--- src/rtl/apb_master_bridge_pkg.sv ---
// Shared definitions for the APB requester bridge.
//   apb_state_e : bridge FSM state encoding (IDLE=0, SETUP=1, ACCESS=2, RESP=3)
//   UartIdx/GpioIdx : slave-index values decoded from the address select field
package apb_master_bridge_pkg;

    typedef enum logic [1:0] {
        StIdle   = 2'd0,
        StSetup  = 2'd1,
        StAccess = 2'd2,
        StResp   = 2'd3
    } apb_state_e;

    localparam int unsigned UartIdx = 0;
    localparam int unsigned GpioIdx = 1;

endpackage

--- src/rtl/apb_master_bridge_addr_decoder.sv ---
// Combinational slave decoder for the APB bridge.
//   sel_field_i  : slave-index field taken from the command address
//   sel_o        : one-hot PSEL pattern for the addressed slave (0 if unmapped)
//   unmapped_o   : index does not name an existing slave
module apb_master_bridge_addr_decoder #(
    parameter int unsigned NUM_SLAVES = 2,
    parameter int unsigned SEL_BITS   = 4
) (
    input  logic [SEL_BITS-1:0]   sel_field_i,
    output logic [NUM_SLAVES-1:0] sel_o,
    output logic                  unmapped_o
);

    always_comb begin
        sel_o = '0;
        for (int i = 0; i < NUM_SLAVES; i++) begin
            sel_o[i] = (sel_field_i == SEL_BITS'(i));
        end
        unmapped_o = ~|sel_o;
    end

endmodule

--- src/rtl/apb_master_bridge.sv ---
// APB requester: turns single valid/ready commands into APB SETUP/ACCESS transfers
// and returns read data plus an error flag on a valid/ready response port.
//   PCLK/PRESET          : clock, synchronous active-high reset
//   cmd_*                : command port (write, addr, wdata)
//   rsp_*                : response port (rdata, error)
//   PSELx..PWDATA        : APB requester outputs
//   PRDATA/PREADY/PSLVERR: per-slave APB completer inputs
module apb_master_bridge
    import apb_master_bridge_pkg::*;
#(
    parameter int unsigned ADDR_WIDTH     = 32,
    parameter int unsigned DATA_WIDTH     = 32,
    parameter int unsigned NUM_SLAVES     = 2,
    parameter int unsigned SEL_LSB        = 12,
    parameter int unsigned SEL_BITS       = 4,
    parameter int unsigned TIMEOUT_CYCLES = 16
) (
    input  logic                             PCLK,
    input  logic                             PRESET,
    input  logic                             cmd_valid,
    output logic                             cmd_ready,
    input  logic                             cmd_write,
    input  logic [ADDR_WIDTH-1:0]            cmd_addr,
    input  logic [DATA_WIDTH-1:0]            cmd_wdata,
    output logic                             rsp_valid,
    input  logic                             rsp_ready,
    output logic [DATA_WIDTH-1:0]            rsp_rdata,
    output logic                             rsp_error,
    output logic [NUM_SLAVES-1:0]            PSELx,
    output logic                             PENABLE,
    output logic                             PWRITE,
    output logic [ADDR_WIDTH-1:0]            PADDR,
    output logic [DATA_WIDTH-1:0]            PWDATA,
    input  logic [NUM_SLAVES*DATA_WIDTH-1:0] PRDATA,
    input  logic [NUM_SLAVES-1:0]            PREADY,
    input  logic [NUM_SLAVES-1:0]            PSLVERR
);

    localparam int unsigned CNT_W = $clog2(TIMEOUT_CYCLES);

    apb_state_e              state_q, state_d;
    logic                    write_q, write_d;
    logic [ADDR_WIDTH-1:0]   addr_q, addr_d;
    logic [DATA_WIDTH-1:0]   wdata_q, wdata_d;
    logic [NUM_SLAVES-1:0]   sel_q, sel_d;
    logic [CNT_W-1:0]        cnt_q, cnt_d;
    logic [DATA_WIDTH-1:0]   rdata_q, rdata_d;
    logic                    error_q, error_d;

    logic [NUM_SLAVES-1:0]   dec_sel;
    logic                    dec_unmapped;
    logic [DATA_WIDTH-1:0]   prdata_sel;
    logic                    pready_sel;
    logic                    pslverr_sel;

    apb_master_bridge_addr_decoder #(
        .NUM_SLAVES (NUM_SLAVES),
        .SEL_BITS   (SEL_BITS)
    ) u_addr_decoder (
        .sel_field_i (cmd_addr[SEL_LSB +: SEL_BITS]),
        .sel_o       (dec_sel),
        .unmapped_o  (dec_unmapped)
    );

    // Only the selected slave's completer signals are looked at.
    always_comb begin
        prdata_sel = '0;
        for (int i = 0; i < NUM_SLAVES; i++) begin
            if (sel_q[i]) begin
                prdata_sel = prdata_sel | PRDATA[i*DATA_WIDTH +: DATA_WIDTH];
            end
        end
        pready_sel  = |(PREADY & sel_q);
        pslverr_sel = |(PSLVERR & sel_q);
    end

    always_comb begin
        state_d = state_q;
        write_d = write_q;
        addr_d  = addr_q;
        wdata_d = wdata_q;
        sel_d   = sel_q;
        cnt_d   = cnt_q;
        rdata_d = rdata_q;
        error_d = error_q;

        unique case (state_q)
            StIdle: begin
                if (cmd_valid) begin
                    cnt_d = '0;
                    if (dec_unmapped) begin
                        // No bus cycle: respond with an error straight away.
                        sel_d   = '0;
                        rdata_d = '0;
                        error_d = 1'b1;
                        state_d = StResp;
                    end else begin
                        write_d = cmd_write;
                        addr_d  = cmd_addr;
                        wdata_d = cmd_wdata;
                        sel_d   = dec_sel;
                        state_d = StSetup;
                    end
                end
            end
            StSetup: begin
                cnt_d   = '0;
                state_d = StAccess;
            end
            StAccess: begin
                // PREADY takes priority over a simultaneous timeout.
                if (pready_sel) begin
                    rdata_d = (write_q || pslverr_sel) ? '0 : prdata_sel;
                    error_d = pslverr_sel;
                    state_d = StResp;
                end else if (cnt_q == CNT_W'(TIMEOUT_CYCLES - 1)) begin
                    rdata_d = '0;
                    error_d = 1'b1;
                    state_d = StResp;
                end else begin
                    cnt_d = cnt_q + 1'b1;
                end
            end
            StResp: begin
                if (rsp_ready) begin
                    state_d = StIdle;
                end
            end
            default: state_d = StIdle;
        endcase
    end

    always_ff @(posedge PCLK) begin
        if (PRESET) begin
            state_q <= StIdle;
            write_q <= 1'b0;
            addr_q  <= '0;
            wdata_q <= '0;
            sel_q   <= '0;
            cnt_q   <= '0;
            rdata_q <= '0;
            error_q <= 1'b0;
        end else begin
            state_q <= state_d;
            write_q <= write_d;
            addr_q  <= addr_d;
            wdata_q <= wdata_d;
            sel_q   <= sel_d;
            cnt_q   <= cnt_d;
            rdata_q <= rdata_d;
            error_q <= error_d;
        end
    end

    always_comb begin
        cmd_ready = (state_q == StIdle);
        rsp_valid = (state_q == StResp);
        rsp_rdata = rsp_valid ? rdata_q : '0;
        rsp_error = rsp_valid & error_q;
        PSELx     = (state_q == StSetup || state_q == StAccess) ? sel_q : '0;
        PENABLE   = (state_q == StAccess);
        PWRITE    = write_q;
        PADDR     = addr_q;
        PWDATA    = wdata_q;
    end

endmodule

--- config.mk ---
export PLATFORM = sky130hd
export DESIGN_NAME = apb_master_bridge
export DESIGN_NICKNAME = d
export VERILOG_FILES = /design/src/rtl/apb_master_bridge_pkg.sv /design/src/rtl/apb_master_bridge_addr_decoder.sv /design/src/rtl/apb_master_bridge.sv
export SDC_FILE = /design/constraint.sdc
export NUM_CORES = 1
export LEC_CHECK = 0
export BUFFER_PORTS_ARGS = -buffer_cell sky130_fd_sc_hd__buf_2
export CORE_MARGIN = 2
export CORE_UTILIZATION = 30
export DETAILED_ROUTE_END_ITERATION = 16
export SYNTH_ARGS = -nofsm -noshare
export SYNTH_HDL_FRONTEND = slang
export SYNTH_SLANG_ARGS = --single-unit
--- constraint.sdc ---
create_clock -name PCLK -period 1.8 [get_ports PCLK]
set_input_delay 0.27 -clock PCLK [delete_from_list [all_inputs] [get_ports PCLK]]
set_output_delay 0.27 -clock PCLK [all_outputs]
set_load 0.005 [all_outputs]
==> results of run 1 <==
cells by family after synthesis:
family / after synthesis / share of synthesized area (%)
multiplexers: 1 / 0.224
adder cells (fa/ha/maj): 6 / 1.68
buffers and inverters: 51 / 4.82
AO/OA/AOI/OAI: 145 / 20.4
flip-flops: 106 / 47.5
AND/OR/NAND/NOR: 253 / 25.4
cell type report:
class	count	area, sq um
timing repair buffer	268	1560
clock inverter	7	55.1
sequential	106	2120
inverter	5	18.8
antenna	1	2.50
fill	1503	8110
tap	184	230
multi-input combinational	405	2210
clock buffer	9	225
path summary, 6_finish.rpt:
kind / start / to / slack [ns] / cells past startpoint
setup / recovery: state_q[0] / error_q / 0.05 / 9
hold / removal: cmd_wdata[24] / PWDATA[24] / 0.15 / 3
setup reg to reg: state_q[0] / error_q / 0.05 / 9
hold reg to reg: rdata_q[16] / rdata_q[16] / 0.44 / 2
state kept, by name, indices dropped and copies added (netlist names):
register,count
rdata_q,32
PWDATA,32
PWRITE,1
PADDR,32
cnt_q,4
state_q,2
error_q,1
sel_q,2
what timing repair did:
action / CTS / global route
buffers inserted: 0 / 3
pin swaps: 0 / 5
gates resized for setup: 4 / 8
hold buffers: 0 / 0
cloned: 0 / 5
setup endpoints to repair: 34 / 66
worst reg2reg max path, stage by stage, from the launching register on:
cell,delay (ns)
dfxtp_2,0.34
inv_2,0.09
ha_4,0.13
buf_4,0.13
o311ai_1,0.10
buf_4,0.15
a32oi_4,0.24
buf_12,0.17
nor2_1,0.05
a311oi_1,0.27
per-layer routing:
layer	part of all wire (%)	routed length (microns)	global-route usage, %
met2	46	6400	24.7
met3	9.5	1330	6.84
met4	1.4	202	5.17
met5	0	0	0
met1	43	6040	20.2
Yosys cell counts (all sizes together):
library cell	n	area share, %
nand3	36	4.0
and3	5	0.70
o31ai	2	0.34
clkinv	1	0.084
a311oi	2	0.39
nand3b	1	0.17
o211a	1	0.22
ha	6	1.7
a221oi	2	0.53
clkbuf	29	2.4
nor2	8	0.67
o21ai	34	3.8
and2	35	4.9
inv	4	0.34
o311ai	1	0.20
a21oi	67	7.6
buf	17	2.0
or4	3	0.50
a22oi	2	0.64
nor2b	2	0.28
nor4b	1	0.34
nand2b	1	0.14
or2	1	0.20
a32oi	1	0.20
dfxtp	106	47
nor3	1	0.11
mux2i	1	0.22
nand2	159	13
a22o	33	6.5
power by group:
| group | switching (W) | internal [W] |
|---|---|---|
| clock | 0.000937 | 0.000952 |
| combinational | 0.000951 | 0.000858 |
| sequential | 0.0000533 | 0.00243 |
stage by stage:
step | power [W] | cells
after global routing | 0.00653 | 984
after detailed placement | 0.00388 | 960
after global placement | 0.00386 | 960
after floorplan | 0.00329 | 562
after CTS | 0.00582 | 976
final | 0.00618 | 985
==> metrics, run 1 <==
Top delay family on crit path compound AO/OA/AOI/OAI gates; critical path's largest stage delay 0.34 ns; Fmax achieved 571 MHz; status finished, final reports clean; Setup CP Type flip-flop to flip-flop; placed inst area 5970 sq um; worst path cell trace inv_2 > ha_4 > buf_4 > o311ai_1 > buf_4 > a32oi_4 > buf_12 > nor2_1 > a311oi_1; post-route ant nets 0; max-slew violation count 0; startpoint types flip-flop; most common cell type on the critical path buf_4; Worst setup EP type flip-flop; DRC violation count after routing 0; effective utilization at floorplan 30.7%; Die Width 126 microns; Buf/Inv on CP 4; synth warn 0; RSZ-0062 raised after global routing yes; Mapped Nets 705; Setup WS pre-CTS -0.0136 ns; Synth-to-Final Area Change 43.9%; Cell variety after synth 34; layout cell share with drive strength beyond 1 38.0%; Min-Delay Path Class input port to flip-flop; Slew @ Worst Pin 0.660 ns; post-synthesis cell count 562; register area share after synthesis 47.5%; routed wire length 14,000 microns; htree depth 3; FP Rows 44; Clock Latency Late Sink 0.35 ns; total CTS buffers 9; Final Hold Fails 0; Worst VDD drop 0.000376 V; setup_tns 0 ns; root buffer cell clkbuf_16; die height 126 microns; design area 6430 sq um; IO Count 240; Worst Skew 0.00832 ns; most common cell after layout, fill and taps aside buf_2; min cycle time layout 1.75 ns; first-pass GRT wire length 20,700 microns; final setup fails 0; CTS Sinks 106; Post-Syn Area 4470 sq um; vias in the first global route 4,233; normalized max-slew margin 56.0%; Final Util 44.2%; commonest non-fill, non-tap cells in the layout buf_2 (239), nand2_1 (159), dfxtp_1 (104), a21oi_1 (66), nand3_1 (35); Max FO, Critical Path 6; Synth Register Bits 106; Static Leak 2.92 nW; CP Data Arrival Time 2.00 ns; hpwl dp 9300 microns; vias per cell 4.76; GR Overflow Total 0; largest net degree at the start of global routing 66; worst setup margin 0.0473 ns; 1st-iter DRT viols 187; die area 15,900 sq um; initial antenna violation count 0; drt pass-1 iters 4; GRT Overall Usage 16.0%; Power Density 962 nW/um^2; core box area 14,500 sq um; clk slew on worst S/H paths 0.08 ns; max cap viols 0; Final GP Congestion 0.729; CTS tree done; via count 4,688; Final nets 938; clk buf depth 2; # port buffers 239; final worst-path cycle share 97.4%; Worst EP required 2.05 ns; highest-delay cell along the critical path dfxtp_2; synthesized area per cell 7.95 sq um; wire per inst 14.2 microns; Min Hold Slack 0.148 ns
No activity file was read; power rests on OpenSTA's default activity.
==> run 2: changes to the inputs <==
Settings changed: ABC_AREA set to 1.
==> run 2 against run 1 <==
Compared with the run above: clock power up 4%; first-iteration DRC count increased by 3.2%; worst setup slack improved by 0.088 ns; sequential power grew 15%; non-clock buffer count decreased by 10; worst hold slack worse by 0.0097 ns; synthesized cell count rose by 46%; cell area increased by 6.9%; sequential share of layout area down 2.2 points; die area increased by 13%; largest cell class unchanged.
==> metrics, run 2 <==
IO Count 240; min cycle time layout 1.66 ns; status finished, final reports clean; Static Leak 4.13 nW; hpwl dp 11,000 microns; vias in the first global route 5,004; FP Rows 47; count leader, synth nand2_1; Clock Latency Late Sink 0.35 ns; GR Overflow Total 0; Fmax achieved 601 MHz; routed wire length 15,700 microns; total CTS buffers 9; post-route ant nets 0; Worst VDD drop 0.000490 V; synth warn 0; vias per cell 4.28; wire per inst 12.3 microns; Power Density 1050 nW/um^2; CTS Sinks 106; CP Data Arrival Time 1.39 ns; max cap viols 0; main flop type after synthesis dfxtp_1; Antenna diodes 0; most common cell after layout, fill and taps aside nand2_1; post-synth top area cell dfxtp_1; RSZ-0062 raised after global routing no; Synth-to-Final Area Change 36.3%; synthesized area per cell 6.13 sq um; Worst Skew 0.0142 ns; EDFF count, synth 0; layout cell share with drive strength beyond 1 27.5%; setup_tns 0 ns; Setup CP Type flip-flop to output pin; Final Util 41.6%; clk buf depth 2; final setup fails 0; clk slew on worst S/H paths 0.08 ns; root buffer cell clkbuf_16; initial antenna violation count 0; register area share after synthesis 42.1%; synth cell count leaders nand2_1 (253), nor2_1 (229), dfxtp_1 (106), inv_1 (81), o21ai_0 (62); largest net degree at the start of global routing 65; GRT Overall Usage 17.0%; Async S/R FF share, synth 0%; Min-Delay Path Class input port to flip-flop; 1st-iter DRT viols 193; max-slew violation count 0; Max FO, Critical Path 35; core box area 16,500 sq um; die area 17,900 sq um; Slew @ Worst Pin 0.409 ns; CTS tree done; first-pass GRT wire length 24,500 microns; Post-Syn Area 5050 sq um; commonest non-fill, non-tap cells in the layout nand2_1 (253), buf_2 (239), nor2_1 (229), dfxtp_1 (105), inv_1 (79); post-synthesis cell count 823; synth top area cells dfxtp_1 (42%), nand2_1 (19%), nor2_1 (17%); Final Hold Fails 0; Final nets 1,187; die height 134 microns; Die Width 134 microns; Synth top area share 42.1%; Worst EP required 1.53 ns; final worst-path cycle share 92.5%; effective utilization at floorplan 30.5%; Cell variety after synth 22; via count 5,425; normalized max-slew margin 72.7%; drt pass-1 iters 4; htree depth 3; # port buffers 239; Synth Register Bits 106; startpoint types flip-flop; Mapped Nets 966; Final GP Congestion 0.766; DRC violation count after routing 0; Worst setup EP type output pin
run 2: cell types whose count changed after synthesis, sizes merged, moves of 3 or more:
cell,change
nor2,+223
o21ai,+28
or4,-3
and3,-5
a21oi,-59
a22o,-33
nand2,+95
inv,+80
buf,+4
and2,-35
nand3,-18
run 2: per-layer routing:
layer	wire length (microns)	global-route usage (%)
met5	0	0
met1	7210	21.4
met3	1320	4.76
met4	167	5.14
met2	6960	28.2
run 2: final timing paths:
check | endpoint | slack, ns | from | cells past startpoint
setup / recovery | rsp_rdata[22] | 0.14 | state_q[0] | 5
hold / removal | PWDATA[10] | 0.14 | cmd_wdata[10] | 3
setup reg to reg | rdata_q[26] | 0.15 | state_q[0] | 9
hold reg to reg | PADDR[13] | 0.46 | PADDR[13] | 2
run 2: through the flow:
step / hold WS, ns / area (sq um) / setup slack, ns / cells / total power [W]
after floorplan: 0.339 / 5050 / 0.0948 / 823 / 0.00443
after global placement: 0.440 / 6520 / 0.121 / 1250 / 0.00508
after detailed placement: 0.453 / 6520 / 0.0842 / 1250 / 0.00511
after CTS: 0.120 / 6810 / 0.0707 / 1266 / 0.00710
after global routing: 0.125 / 6880 / 0.0179 / 1269 / 0.00780
final: 0.139 / 6880 / 0.136 / 1269 / 0.00724
run 2: report_power, final:
part	leakage, nW	switching (W)	internal [W]
Clock	0.143	0.000948	0.00101
Sequential	0.863	0.000170	0.00267
Combinational	3.13	0.00145	0.000986
Total	4.13	0.00257	0.00467
run 2: cells by family after synthesis:
kind of cell             synth area share, %
AND/OR/NAND/NOR                         38.6
buffers and inverters                   10.5
flip-flops                              42.1
adder cells (fa/ha/maj)                 1.49
AO/OA/AOI/OAI                           7.17
multiplexers                           0.223
run 2: repair_timing:
item                                    4_1_cts  5_1_grt
buffers inserted                              0        1
hold buffers                                  0        0
hold endpoints to repair                      0        0
gates resized for setup                       0        6
endpoints found under the setup margin        0       36
run 2: cell type report:
class	instances	area [sq um]
multi-input combinational	585	2420
sequential	106	2120
fill	1795	9650
timing repair buffer	258	1450
inverter	84	315
clock buffer	10	239
tap	220	275
clock inverter	6	56.3
run 2: worst max-delay path, stage by stage, from the launching register on:
cell and delay (ns):
dfxtp_1 0.38, ha_1 0.21, buf_12 0.20, nand2_1 0.08
inv_1 0.06, buf_2 0.11
==> run 3: changes to the inputs <==
Settings changed: CORE_UTILIZATION 30 to 42, PLACE_DENSITY set to 0.76.
Clock period 1.8 ns to 1.5 ns, I/O delays scaled along.
==> run 3 against run 2 <==
Compared with the run above: clock power is 26% higher; the run now ends with negative setup slack left; critical path type is now flip-flop to flip-flop; worst setup slack worse by 0.28 ns; core utilization is 26 points higher; sequential power is 23% higher.
==> metrics, run 3 (synthesis results as in run 2) <==
status complete, but fails checks; violated checks negative setup slack; first-pass GRT wire length 23,000 microns; post-route ant nets 0; Min Hold Slack 0.0789 ns; hold_buf cts 0; switch share 35.7%; Worst EP required 1.78 ns; Power Density 1210 nW/um^2; Clock Latency Late Sink 0.35 ns; CTS tree done; via count 5,798; final setup fails 135; setup_tns -9.85 ns; P_int 0.00628 W; sequential share of power 35.6%; R2R Setup Slk -0.14 ns; clock network power share 25.2%; Buf/Inv on CP 4; clk buf depth 2; Final GP Congestion 0.791; Worst Skew 0.00999 ns; Max FO, Critical Path 44; htree depth 3; RSZ-0062 raised after global routing yes; vias in the first global route 5,043; routed wire length 17,300 microns; normalized max-slew margin 62.8%; GR Overflow Total 0; Psw 0.00349 W; core box area 11,900 sq um; Die Width 114 microns; total CTS buffers 9; DRC violation count after routing 0; Slew @ Worst Pin 0.558 ns; Final Hold Fails 0; commonest non-fill, non-tap cells in the layout buf_2 (232), nand2_1 (231), nor2_1 (189), dfxtp_1 (104), inv_1 (70); worst path cell trace buf_6 > inv_8 > ha_4 > inv_4 > or2_1 > nand2_2 > nand3_4 > buf_12 > nand2_1 > nand2_1 > nor2_1; min cycle time layout 1.64 ns; largest net degree at the start of global routing 50; # port buffers 239; clk slew on worst S/H paths 0.08 ns; Worst VDD drop 0.000775 V; Setup WS pre-CTS 0.000497 ns; most common cell type on the critical path nand2_1; final worst-path cycle share 110%; die area 12,900 sq um; vias per cell 4.69; worst setup margin -0.143 ns; max cap viols 0; Top delay family on crit path simple AND/OR/NAND/NOR gates; CP Data Arrival Time 1.92 ns; highest-delay cell along the critical path dfxtp_2; startpoint types flip-flop; root buffer cell clkbuf_16; IO Count 240; wire per inst 14.0 microns; Worst setup EP type flip-flop; Synth-to-Final Area Change 59.9%; max-slew violation count 0; effective utilization at floorplan 42.5%; most common cell after layout, fill and taps aside buf_2; GRT Overall Usage 22.0%; 1st-iter DRT viols 364; drt pass-1 iters 4; Setup CP Type flip-flop to flip-flop; FP Rows 40; Static Leak 4.52 nW; Antenna diodes 0; Min-Delay Path Class input port to flip-flop; hpwl dp 10,300 microns; die height 114 microns; initial antenna violation count 0; CTS Sinks 106; Combinational Power Share 39.1%; layout cell share with drive strength beyond 1 42.3%; critical path's largest stage delay 0.33 ns; Fmax achieved 608 MHz; Final nets 1,226
[run 3: cell count changes in the layout (fill, tap and decap cells not counted), moves of 20 or more]
| cell | previous run | this run |
|---|---|---|
| nand2_1 | 253 | 231 |
| nor2_1 | 229 | 189 |
| o21ai_0 | 62 | 10 |
| nor2_4 | 1 | 21 |
| nor2_2 | 1 | 21 |
| o21ai_2 | 0 | 47 |
[run 3: final cells by class]
cell class	count	area, sq um
Multi-Input combinational cell	585	3010
Inverter	84	330
Fill cell	1046	3790
Sequential cell	106	2130
Timing Repair inverter	1	11.3
Clock buffer	9	225
Timing Repair Buffer	296	2100
Tap cell	147	184
Clock inverter	7	83.8
[run 3: stage by stage]
stage          utilization, %  power, W  area [sq um]  std cells
2_1_floorplan               -   0.00541          5090        823
3_3_place_gp             55.4   0.00631          6570       1190
3_5_place_dp             55.4   0.00639          6570       1190
4_1_cts                  59.1   0.00907          7010       1210
5_1_grt                  68.0    0.0104          8070       1235
6_report                 68.0   0.00976          8070       1235
[run 3: final timing paths]
check                   start          to  cells past startpoint
setup / recovery   state_q[0]  rdata_q[6]                     11
hold / removal    cmd_addr[7]    PADDR[7]                      3
setup reg to reg   state_q[0]  rdata_q[6]                     11
hold reg to reg     PADDR[13]   PADDR[13]                      2
[run 3: worst reg2reg max path, cell delays in order, from the launching register on]
cell and delay, ns:
dfxtp_2 0.33, buf_6 0.12, inv_8 0.06, ha_4 0.16, inv_4 0.04, or2_1 0.22, nand2_2 0.11, nand3_4 0.10
buf_12 0.18, nand2_1 0.10, nand2_1 0.07, nor2_1 0.11
[run 3: metal layers]
metal  vias up  wire length (microns)  global-route usage [%]
met3        25                   1300                    5.42
met2       223                   8810                    39.2
met4         0                    361                    6.59
met5         -                      0                       0
li1       2991                      -                       -
met1      2559                   6850                    26.2
[run 3: power by group through the flow]
stage	clock network [W]	registers, W	logic, W
after global routing	0.00263	0.00352	0.00428
after detailed placement	0	0.00347	0.00292
after floorplan	0	0.00345	0.00196
final	0.00246	0.00348	0.00382
after global placement	0	0.00346	0.00285
after CTS	0.00250	0.00344	0.00313
[run 3: repair_timing]
| action | 4_1_cts | 5_1_grt |
|---|---|---|
| buffers inserted | 2 | 10 |
| endpoints found under the setup margin | 52 | 142 |
| pin swaps | 2 | 72 |
| resized for setup | 23 | 238 |
| gates cloned | 2 | 17 |
